===== config.mk =====
export PLATFORM = sky130hd
export DESIGN_NAME = hitbox_scan
export DESIGN_NICKNAME = d
export VERILOG_FILES = /design/src/rtl/hitbox_scan.sv
export SDC_FILE = /design/constraint.sdc
export NUM_CORES = 1
export LEC_CHECK = 0
export BUFFER_PORTS_ARGS = -buffer_cell sky130_fd_sc_hd__buf_2
export CORE_ASPECT_RATIO = 0.8
export CORE_MARGIN = 3
export CORE_UTILIZATION = 60
export CTS_CLUSTER_DIAMETER = 150
export DETAILED_ROUTE_END_ITERATION = 8
export GPL_ROUTABILITY_DRIVEN = 0
export PLACE_DENSITY = 0.78
export SYNTH_ARGS = -nofsm -noshare
export SYNTH_HDL_FRONTEND = slang
export SYNTH_SLANG_ARGS = --single-unit

===== constraint.sdc =====
create_clock -name Clk -period 29.5 [get_ports Clk]
set_input_delay 5.9 -clock Clk [delete_from_list [all_inputs] [get_ports Clk]]
set_output_delay 5.9 -clock Clk [all_outputs]
set_load 0.1 [all_outputs]

===== src/rtl/hitbox_scan.sv =====
// Multi-target collision engine: snapshots one object and N_TARGETS targets on start, then
// tests one target per cycle through a shared squared-distance unit (circle or box per target).
module hitbox_scan #(
    parameter int unsigned COORD_W   = 10,
    parameter int unsigned N_TARGETS = 4,
    parameter int unsigned COOLDOWN  = 8
) (
    input  logic                           Clk,
    input  logic                           Reset,
    input  logic                           start,
    input  logic [COORD_W-1:0]             Obj_X,
    input  logic [COORD_W-1:0]             Obj_Y,
    input  logic [COORD_W-1:0]             Coverage,
    input  logic [N_TARGETS*COORD_W-1:0]   Target_X,
    input  logic [N_TARGETS*COORD_W-1:0]   Target_Y,
    input  logic [N_TARGETS-1:0]           box_mode,
    output logic                           busy,
    output logic                           done,
    output logic [N_TARGETS-1:0]           contact,
    output logic [N_TARGETS-1:0]           hit
);

    localparam int unsigned IdxW = (N_TARGETS > 1) ? $clog2(N_TARGETS) : 1;
    localparam int unsigned CdW  = (COOLDOWN > 0) ? $clog2(COOLDOWN + 1) : 1;
    localparam int unsigned SqW  = 2 * COORD_W + 3;
    localparam logic [IdxW-1:0] LastIdx = IdxW'(N_TARGETS - 1);

    typedef enum logic [1:0] {StIdle, StScan, StFinish} state_e;

    state_e                         state_q, state_d;
    logic [IdxW-1:0]                idx_q, idx_d;
    logic [N_TARGETS-1:0]           pend_q, pend_d;
    logic [N_TARGETS-1:0]           contact_q, contact_d;
    logic [N_TARGETS-1:0]           hit_q, hit_d;
    logic                           done_q, done_d;
    logic [COORD_W-1:0]             snap_ox_q, snap_ox_d, snap_oy_q, snap_oy_d;
    logic [COORD_W-1:0]             snap_cov_q, snap_cov_d;
    logic [N_TARGETS*COORD_W-1:0]   snap_tx_q, snap_tx_d, snap_ty_q, snap_ty_d;
    logic [N_TARGETS-1:0]           snap_box_q, snap_box_d;
    logic [CdW-1:0]                 cd_q [N_TARGETS];
    logic [CdW-1:0]                 cd_d [N_TARGETS];

    // Shared test unit for target[idx_q]
    logic [COORD_W-1:0] cur_tx, cur_ty;
    logic [COORD_W:0]   dx, dy, adx, ady;
    logic [SqW-1:0]     dist_sq, cov_sq;
    logic               circle_ok, box_ok, tgt_hit;

    always_comb begin
        cur_tx = snap_tx_q[idx_q*COORD_W +: COORD_W];
        cur_ty = snap_ty_q[idx_q*COORD_W +: COORD_W];
        // Zero-extend before subtracting so the difference is an exact signed COORD_W+1 value
        dx  = {1'b0, cur_tx} - {1'b0, snap_ox_q};
        dy  = {1'b0, cur_ty} - {1'b0, snap_oy_q};
        adx = dx[COORD_W] ? (~dx + 1'b1) : dx;
        ady = dy[COORD_W] ? (~dy + 1'b1) : dy;
        dist_sq   = SqW'(adx) * SqW'(adx) + SqW'(ady) * SqW'(ady);
        cov_sq    = SqW'(snap_cov_q) * SqW'(snap_cov_q);
        circle_ok = (dist_sq <= cov_sq);
        box_ok    = (adx <= {1'b0, snap_cov_q}) && (ady <= {1'b0, snap_cov_q});
        tgt_hit   = snap_box_q[idx_q] ? box_ok : circle_ok;
    end

    always_comb begin
        state_d    = state_q;
        idx_d      = idx_q;
        pend_d     = pend_q;
        contact_d  = contact_q;
        hit_d      = '0;
        done_d     = 1'b0;
        snap_ox_d  = snap_ox_q;
        snap_oy_d  = snap_oy_q;
        snap_cov_d = snap_cov_q;
        snap_tx_d  = snap_tx_q;
        snap_ty_d  = snap_ty_q;
        snap_box_d = snap_box_q;
        cd_d       = cd_q;
        unique case (state_q)
            StIdle: begin
                if (start) begin
                    snap_ox_d  = Obj_X;
                    snap_oy_d  = Obj_Y;
                    snap_cov_d = Coverage;
                    snap_tx_d  = Target_X;
                    snap_ty_d  = Target_Y;
                    snap_box_d = box_mode;
                    idx_d      = '0;
                    pend_d     = '0;
                    state_d    = StScan;
                end
            end
            StScan: begin
                pend_d[idx_q] = tgt_hit;
                idx_d         = idx_q + 1'b1;
                if (idx_q == LastIdx) begin
                    state_d = StFinish;
                end
            end
            StFinish: begin
                contact_d = pend_q;
                done_d    = 1'b1;
                for (int i = 0; i < N_TARGETS; i++) begin
                    // Rising edges that land inside the cooldown window are dropped, not deferred
                    if (pend_q[i] && !contact_q[i] && (cd_q[i] == '0)) begin
                        hit_d[i] = 1'b1;
                        cd_d[i]  = CdW'(COOLDOWN);
                    end else if (cd_q[i] != '0) begin
                        cd_d[i] = cd_q[i] - 1'b1;
                    end
                end
                state_d = StIdle;
            end
            default: state_d = StIdle;
        endcase
    end

    always_ff @(posedge Clk) begin
        if (Reset) begin
            state_q    <= StIdle;
            idx_q      <= '0;
            pend_q     <= '0;
            contact_q  <= '0;
            hit_q      <= '0;
            done_q     <= 1'b0;
            snap_ox_q  <= '0;
            snap_oy_q  <= '0;
            snap_cov_q <= '0;
            snap_tx_q  <= '0;
            snap_ty_q  <= '0;
            snap_box_q <= '0;
            for (int i = 0; i < N_TARGETS; i++) begin
                cd_q[i] <= '0;
            end
        end else begin
            state_q    <= state_d;
            idx_q      <= idx_d;
            pend_q     <= pend_d;
            contact_q  <= contact_d;
            hit_q      <= hit_d;
            done_q     <= done_d;
            snap_ox_q  <= snap_ox_d;
            snap_oy_q  <= snap_oy_d;
            snap_cov_q <= snap_cov_d;
            snap_tx_q  <= snap_tx_d;
            snap_ty_q  <= snap_ty_d;
            snap_box_q <= snap_box_d;
            cd_q       <= cd_d;
        end
    end

    assign busy    = (state_q != StIdle);
    assign done    = done_q;
    assign contact = contact_q;
    assign hit     = hit_q;

endmodule


==> results.ini <==
[sta]
min_period_ns=12.39
slew_viol_final=0
tightest_slew_ns=1.21
hold_viol_final=0
slew_headroom=0.189
skew_ns=0.0141
fmax_mhz=80.7
grt_setup_unrepaired=no
fin_crit_sh=0.420
hold_ws_ns=0.457
finalSetupTns_ns=0
setup_viol=0

[setup_path]
worstSetupStartpointType=flop
required_ns=29.84
max_stage_delay_ns=0.79
end_kind=flop
worstPathMaxFanout=24
worstSetupPathType=reg2reg
arrival_ns=12.73
cp_slowest_cell=xor2_1
cpMostUsedCell=fa_1

[logic_synthesis]
syn_area_mm2=0.0178
synth_cell_types=77
ys_seq_elements=147
ys_seq_area_frac=0.165
synth_edf_count=0
synth-main-ff-cell=dfxtp_1
syn_inst=2132
postSynthAreaPerCell_um2=8.35
synthArstFlopShare=0
ys_warn_count=0

[global_routing]
grt_pass1_wl_um=72500
gr-total-overflow=0
grt_max_degree=116
grt_pass1_vias=15253
antenna_found_initial=0
grt.total_usage=0.278

[floorplanning]
io_pins=127
chipWidth_um=199
rows=55
coreArea_mm2=0.0288
die_area_mm2=0.0318
die_y_um=160
start_util=0.619

[route]
ant_nets=0
drtIter0Drc=878
route.vias.total=14801
wire_per_inst_um=16.5
first_pass_iters=7
viasPerCell=5.65
wl_um=43100
drc=1

[cells_and_area]
fillers=2371
drive_above_1_share=0.0965
diodes=0
finalNetCount=2788
synthToLayoutAreaGrowth_pct=9.05

[clock_tree]
cts_max_level=4
cts_num_sinks=147
cts_buffer_depth=2
clk_pin_slew_ns=0.07
clk_latency_ns=0.43
cts_setup_buffers=0
postCtsResizedCells=0
cts_tree=done
ctsHoldBuffers=0
root_buffer=clkbuf_16
numCtsBuffers=17

[worst_hold_path]
min_path_type=reg2reg

[place]
hpwlAfterDp_um=35300
io_buffer_count=126

[run]
max-cap-violations=0

[status]
outcome=finished, violations left
violations=DRC

-- Yosys cell counts (3+ instances only) --
cell type | instances | area share
nand2b_1 | 22 | 0.0077
nand2_1 | 326 | 0.069
o21bai_1 | 3 | 0.0013
clkbuf_1 | 52 | 0.011
nand4_1 | 8 | 0.0028
and3_1 | 12 | 0.0042
a2111oi_0 | 4 | 0.0020
a211oi_1 | 11 | 0.0046
a21oi_1 | 179 | 0.050
xnor2_1 | 38 | 0.019
o2111ai_1 | 6 | 0.0030
o22ai_1 | 5 | 0.0018
clkinv_1 | 5 | 0.0011
a21o_1 | 17 | 0.0072
and2_1 | 23 | 0.0081
o211a_1 | 3 | 0.0017
inv_1 | 357 | 0.075
nand3b_1 | 4 | 0.0017
inv_2 | 4 | 0.00084
o31ai_1 | 6 | 0.0025
ha_1 | 221 | 0.16
a41oi_1 | 6 | 0.0030
nand3_1 | 29 | 0.0082
or2_2 | 10 | 0.0035
buf_1 | 10 | 0.0021
nor2_1 | 181 | 0.038
mux4_2 | 21 | 0.027
o21ai_0 | 34 | 0.0096
nor2b_1 | 22 | 0.0077
dfxtp_1 | 147 | 0.17
or3_1 | 7 | 0.0025
a31oi_1 | 7 | 0.0025
xor2_1 | 29 | 0.014
o21a_1 | 19 | 0.0080
nor3_1 | 34 | 0.0096
fa_1 | 214 | 0.24
-- critical path, delay by kind of cell, from the launching register on --
kind	cells	cell delay [ns]
xor gates and xnor gates	3	1.23
adders and majority gates	10	4.19
and+or+nand+nor	12	2.67
buffers and inverters	5	1.17
AOI/OAI and AO/OA	8	2.18
DFF	1	0.31
muxes	1	0.55
-- layer usage --
metal	track usage	part of all wire	wire length, um	up-vias
li1	-	-	-	7071
met1	0.367	0.42	18000	7147
met2	0.466	0.48	20700	500
met3	0.0411	0.068	2930	83
met4	0.0993	0.033	1410	0
met5	0	0	0	-
-- kinds of logic (layout without fill, tap and decap cells) --
kind of cell / count (synthesis) / in the layout / synth area share
other cells: 2 / 15 / 0.000422
xor+xnor: 68 / 68 / 0.0339
fa+ha+maj: 435 / 435 / 0.396
mux: 25 / 25 / 0.0289
simple gates: 692 / 692 / 0.169
buf+inv: 431 / 535 / 0.0912
flops: 147 / 147 / 0.165
compound gates: 332 / 332 / 0.115
-- cell type report --
class	count	area (um^2)	share of cell area
Multi-Input combinational cell	1567	13300	0.685
Clock inverter	15	199	0.0102
Tap cell	370	463	0.0238
Sequential cell	147	2940	0.152
Timing Repair Buffer	137	716	0.0369
Clock buffer	17	425	0.0219
Inverter	366	1370	0.0707
-- per-stage QoR --
step,instances,cell area [um^2],util,setup WS (ns)
global route,2619,19400,0.675,16.55
floorplan,2145,17900,-,18.84
CTS,2619,19400,0.675,17.30
global placement,2587,18800,0.653,17.79
detailed placement,2587,18800,0.653,17.42
finish,2619,19400,0.675,17.11
-- sequential cells by signal, indices dropped and copies added (netlist names), 10 cells and up --
signal	cells
snap_ty_q	40
cd_q	16
snap_oy_q	10
snap_tx_q	40
snap_ox_q	10
snap_cov_q	10
-- path summary, 6_finish.rpt --
check | startpoint | to | slack [ns] | cells past startpoint
max | idx_q[0]$_SDFFE_PP0P_ | pend_q[2]$_SDFFE_PP0P_ | 17.11 | 39
min | snap_oy_q[4]$_SDFFE_PP0P_ | snap_oy_q[4]$_SDFFE_PP0P_ | 0.46 | 2
max reg2reg | idx_q[0]$_SDFFE_PP0P_ | pend_q[2]$_SDFFE_PP0P_ | 17.11 | 39
min reg2reg | snap_oy_q[4]$_SDFFE_PP0P_ | snap_oy_q[4]$_SDFFE_PP0P_ | 0.46 | 2
-- layout by cell type, fill, tap and decap left out, drive strengths merged, types with 4 or more instances in the layout --
cell       n
nand3     29
or3        7
a21o      17
o21ai     34
nor2b     22
a21oi    179
dfxtp    147
and3      12
nor2     181
a31oi      7
nor3      35
and2      23
fa       214
o31ai      7
o2111ai    6
xor2      29
buf      137
xnor2     39
nand2    326
o21a      19
or2       13
nand4      8
clkinv    15
nand3b     4
conb      15
a2111oi    4
a211oi    12
o22ai      5
mux4      21
ha       221
a41oi      6
clkbuf    17
inv      366
nand2b    22
Power is not shown: default switching activity piles up to over one toggle a cycle in this logic, so the estimate is an artifact.
